File: src/rtl/cr_kme_fifo_serializer.sv
// Pops 71-bit KME entries from the entry FIFO and emits them as one or two
// 32-bit beats on a valid/ready stream. Tracks packet framing, counts
// completed packets and flags tag changes inside a packet.
module cr_kme_fifo_serializer #(
    parameter int unsigned CNT_W = 16
) (
    input  logic             clk,
    input  logic             rst,
    input  logic [70:0]      in_data,
    input  logic             in_valid,
    output logic             in_ack,
    output logic [31:0]      out_data,
    output logic [4:0]       out_tag,
    output logic             out_last,
    output logic             out_valid,
    input  logic             out_ready,
    output logic [CNT_W-1:0] pkt_cnt,
    output logic             tag_err,
    output logic             busy
);

    localparam int unsigned ENT_W = 71;
    localparam int unsigned TAG_W = 5;
    localparam int unsigned EOP_B = 70;
    localparam int unsigned HLF_B = 69;

    typedef enum logic [1:0] {
        ST_IDLE = 2'd0,
        ST_LO   = 2'd1,
        ST_HI   = 2'd2
    } state_t;

    state_t             state_q,   state_d;
    logic [ENT_W-1:0]   hold_q,    hold_d;
    logic               in_pkt_q,  in_pkt_d;
    logic [TAG_W-1:0]   pkt_tag_q, pkt_tag_d;
    logic               tag_err_q, tag_err_d;
    logic [CNT_W-1:0]   pkt_cnt_q, pkt_cnt_d;

    logic               held_eop;
    logic               held_half;
    logic [TAG_W-1:0]   held_tag;
    logic               last_beat;
    logic               handshake;

    assign held_eop  = hold_q[EOP_B];
    assign held_half = hold_q[HLF_B];
    assign held_tag  = hold_q[68:64];

    // Output decode from the held entry and beat position
    always_comb begin
        out_valid = (state_q != ST_IDLE);
        out_data  = (state_q == ST_HI) ? hold_q[63:32] : hold_q[31:0];
        out_tag   = held_tag;
        last_beat = (state_q == ST_HI) || ((state_q == ST_LO) && held_half);
        out_last  = held_eop && last_beat;
        handshake = out_valid && out_ready;
        in_ack    = in_valid && !rst && ((state_q == ST_IDLE) || (handshake && last_beat));
        busy      = (state_q != ST_IDLE) || in_pkt_q;
        pkt_cnt   = pkt_cnt_q;
        tag_err   = tag_err_q;
    end

    // Next-state: beat sequencing, entry load, packet tracking, counter
    always_comb begin
        state_d   = state_q;
        hold_d    = hold_q;
        in_pkt_d  = in_pkt_q;
        pkt_tag_d = pkt_tag_q;
        tag_err_d = tag_err_q;
        pkt_cnt_d = pkt_cnt_q;

        unique case (state_q)
            ST_IDLE: begin
                if (in_ack) begin
                    state_d = ST_LO;
                end
            end
            ST_LO: begin
                if (handshake) begin
                    if (!held_half) begin
                        state_d = ST_HI;
                    end else if (in_ack) begin
                        state_d = ST_LO;
                    end else begin
                        state_d = ST_IDLE;
                    end
                end
            end
            ST_HI: begin
                if (handshake) begin
                    state_d = in_ack ? ST_LO : ST_IDLE;
                end
            end
            default: begin
                state_d = ST_IDLE;
            end
        endcase

        if (in_ack) begin
            hold_d = in_data;
            if (!in_pkt_q) begin
                pkt_tag_d = in_data[68:64];
            end else if (in_data[68:64] != pkt_tag_q) begin
                tag_err_d = 1'b1;
            end
            in_pkt_d = !in_data[EOP_B];
        end

        if (handshake && out_last && (pkt_cnt_q != {CNT_W{1'b1}})) begin
            pkt_cnt_d = pkt_cnt_q + CNT_W'(1);
        end
    end

    // State and datapath registers with synchronous reset
    always_ff @(posedge clk) begin
        if (rst) begin
            state_q   <= ST_IDLE;
            hold_q    <= '0;
            in_pkt_q  <= 1'b0;
            pkt_tag_q <= '0;
            tag_err_q <= 1'b0;
            pkt_cnt_q <= '0;
        end else begin
            state_q   <= state_d;
            hold_q    <= hold_d;
            in_pkt_q  <= in_pkt_d;
            pkt_tag_q <= pkt_tag_d;
            tag_err_q <= tag_err_d;
            pkt_cnt_q <= pkt_cnt_d;
        end
    end

endmodule

File: config.mk
export PLATFORM = sky130hd
export DESIGN_NAME = cr_kme_fifo_serializer
export DESIGN_NICKNAME = d
export VERILOG_FILES = /design/src/rtl/cr_kme_fifo_serializer.sv
export SDC_FILE = /design/constraint.sdc
export NUM_CORES = 1
export LEC_CHECK = 0
export BUFFER_PORTS_ARGS = -buffer_cell sky130_fd_sc_hd__buf_2
export CORE_ASPECT_RATIO = 0.75
export CORE_UTILIZATION = 40
export CTS_CLUSTER_DIAMETER = 150
export DETAILED_ROUTE_END_ITERATION = 7
export PLACE_DENSITY = 0.77
export SETUP_SLACK_MARGIN = 0.05
export SKIP_CTS_REPAIR_TIMING = 1
export SYNTH_ARGS = -nofsm -noshare
export SYNTH_HDL_FRONTEND = slang
export SYNTH_SLANG_ARGS = --single-unit
File: constraint.sdc
create_clock -name clk -period 1.94 [get_ports clk]
set_input_delay 0.388 -clock clk [delete_from_list [all_inputs] [get_ports clk]]
set_output_delay 0.388 -clock clk [all_outputs]
set_load 0.03 [all_outputs]
==> flow_summary.toml <==
[synth]
synth_top_family_by_area = "simple AND/OR/NAND/NOR gates"
synth.avg_cell_area_um2 = 7.46
synth_compound_area_share_pct = 14.5
synthSimpleGateAreaFrac_pct = 30.1
ys_warn_count = 0
synth_fa_ha_area_share_pct = 0.297
syn_inst = 564
yosys-mux-area-fraction_pct = 0.952
ys.flop_type = "dfxtp_1"
ys_types = 44
ys_seq_area_share_pct = 45.7
async_flop_share_pct = 0
synth.net_count = 640
synth_edf_count = 0
synth-xor-area-share_pct = 3.12
synth_seq_cells = 96
syn_area_um2 = 4210

[placed_design]
post-place-ws_ns = 0.108
gp_congestion = 0.770
dp_hpwl_mm = 7.03
placed_cell_area_um2 = 4950
numPortBuffers = 132

[timing]
hold_ws_ns = 0.288
final-setup-viol-count = 0
period_minus_slack_ns = 1.86
finalCritPeriodShare_pct = 96.0
max_freq_mhz = 537
hold_violations = 0
slew_viol_final = 0
worst_slack_ns = 0.0777
rsz0062_at_grt = "yes"
max_slew.worst_pin.slew_ns = 0.446
fin_skew_ns = 0.00620
tns_ns = 0
maxSlewHeadroom_pct = 70.1

[clocking]
cts_tree = "done"
clk_pin_slew_ns = 0.07
numCtsBuffers = 9
cts_sinks = 96
cts-root-buf = "clkbuf_16"
htree_levels = 3
clockBufferDepth = 2
clk_latency_ns = 0.33

[global_route]
grt_start_max_net_pins = 100
antenna_found_initial = 1
overflow = 0
grt_first_pass_wirelength_mm = 17.1
grt_use_total_pct = 19.4
grt_pass1_vias = 3829

[worst_setup_path]
regToRegSetupSlack_ns = 0.10
critical_path.startpoint_type = "register"
critPathArrivalTime_ns = 1.47
worstPathRequired_ns = 1.55
r2r_start = "pkt_cnt[0]$_SDFFE_PP0P_"
end_kind = "output port"
rr_endpoint = "pkt_cnt[6]$_SDFFE_PP0P_"
worstSetupPathType = "register to output port"
cp_max_fo = 16
r2r_cells = 6

[die]
fp-row-count = 32
fp.dieW_um = 120
core_region_area_um2 = 10200
start_util_pct = 41.1
die_area_um2 = 10900
io_pins = 133
die_h_um = 90.8

[hold_path]
min_to = "hold_q[17]$_SDFFE_PP0N_"
hp-start = "in_data[17]"
hold_class = "primary input to register"
hold_depth = 3

[power_and_ir_drop]
power.internal_uw = 3440
p_per_area_nw_per_um2 = 809
p_seq_share_pct = 46.0
p_leak_uw = 0.00247
power_frac_comb_pct = 13.2
p_sw_uw = 1130
swShare_pct = 24.8
clockPowerShare_pct = 40.8
ir_drop_v = 0.000438

[cells_and_area]
layout-drive-gt1-share_pct = 30.7
design_area_um2 = 5660
fin_util_pct = 55.2
nNetsFinal = 762
area_growth_pct = 34.4

[drt]
drtPass1Iterations = 4
wl_per_cell_um = 13.2
drtAntennaViolNets = 0
drc = 0
vias_per_cell = 4.91
drt-total-wl_mm = 11.0
num_vias = 4062
drtIter0Drc = 176

[outcome]
status = "completed"

[run]
cap_violations = 0
## metal layers
layer | global-route usage (%) | routed length (µm) | vias up
met5 | 0 | 0 | -
met4 | 6.79 | 188 | 0
met3 | 5.93 | 642 | 17
met2 | 32.6 | 5130 | 101
met1 | 23.4 | 4990 | 1880
li1 | - | - | 2064
## synth_stat cells (2+ instances only)
library cell | n | area, µm²
xor2_1 | 3 | 26.3
nor2b_1 | 4 | 25.0
nand2b_1 | 4 | 25.0
buf_4 | 7 | 52.6
a211oi_1 | 3 | 22.5
and4_4 | 2 | 22.5
a31o_1 | 2 | 17.5
nor4_2 | 2 | 25.0
buf_2 | 5 | 25.0
mux2_4 | 2 | 30.0
nand3b_1 | 2 | 15.0
clkbuf_1 | 27 | 101
and3_4 | 5 | 56.3
nor2_1 | 20 | 75.1
dfxtp_1 | 96 | 1920
buf_6 | 3 | 33.8
nand2_1 | 242 | 908
a21oi_1 | 82 | 410
inv_1 | 3 | 11.3
o21ai_0 | 6 | 30.0
nand3_1 | 9 | 45.0
xnor2_1 | 12 | 105
nand4_1 | 2 | 12.5
## power groups by stage
stage / Sequential [µW] / Combinational (µW) / Clock [µW]
after CTS: 2100 / 534 / 1920
after detailed placement: 2150 / 533 / 0
final: 2100 / 605 / 1870
after floorplan: 2130 / 350 / 0
after global placement: 2140 / 521 / 0
after global routing: 2110 / 663 / 2010
## worst max-delay path, cell delays in order (launching register included)
cell,delay (ns)
dfxtp_4,0.37
nor2b_4,0.26
clkbuf_16,0.23
nand2_1,0.06
nand2_1,0.09
buf_6,0.14
## cells by family after synthesis
family / count (synthesis)
AOI/OAI and AO/OA: 103
xor gates and xnor gates: 15
and+or+nand+nor: 300
muxes: 3
buffers and inverters: 46
DFF: 96
adders and majority gates: 1
## cell type report
type,count,area [µm²]
Clock inverter,3,47.5
Antenna cell,1,2.50
Clock buffer,13,280
Multi-Input combinational cell,422,2130
Tap cell,136,170
Fill cell,981,4590
Timing Repair Buffer,153,1070
Inverter,4,17.5
Sequential cell,96,1930
## cells in the final DEF (no fill, tap or decap), types with 3 or more instances in the layout
master     instances
a211oi_1           3
a21oi_1           82
and3_4             5
buf_12             3
buf_2             99
buf_4             22
buf_6             25
clkbuf_16         11
clkbuf_8           4
dfxtp_1           91
dfxtp_2            3
inv_1              3
nand2_1          226
nand2_2           13
nand2_4            3
nand2b_1           3
nand3_1            9
nor2_1            20
nor2b_1            3
o21ai_0            6
xnor2_1           12
xor2_1             3
## registers in the layout, indices dropped and copies added, names as in the netlist
name	flops
hold_q	71
pkt_cnt	16
tag_err	1
pkt_tag_q	5
in_pkt_q	1
state_q	2
## how the worst max path moves through the flow
stage	end	from
2_1_floorplan	pkt_cnt[6]$_SDFFE_PP0P_	pkt_cnt[0]$_SDFFE_PP0P_
4_1_cts	out_data[7]	state_q[1]$_SDFFE_PP0P_
3_5_place_dp	pkt_cnt[3]$_SDFFE_PP0P_	state_q[1]$_SDFFE_PP0P_
5_1_grt	out_data[3]	state_q[1]$_SDFFE_PP0P_
6_report	out_data[4]	state_q[1]$_SDFFE_PP0P_
3_3_place_gp	in_ack	out_ready
## stage by stage
stage	total power, µW	std cells
4_1_cts	4560	816
5_1_grt	4790	828
6_report	4580	828
3_3_place_gp	2660	800
2_1_floorplan	2480	564
3_5_place_dp	2680	800
Power figures use the tool's default switching activity.
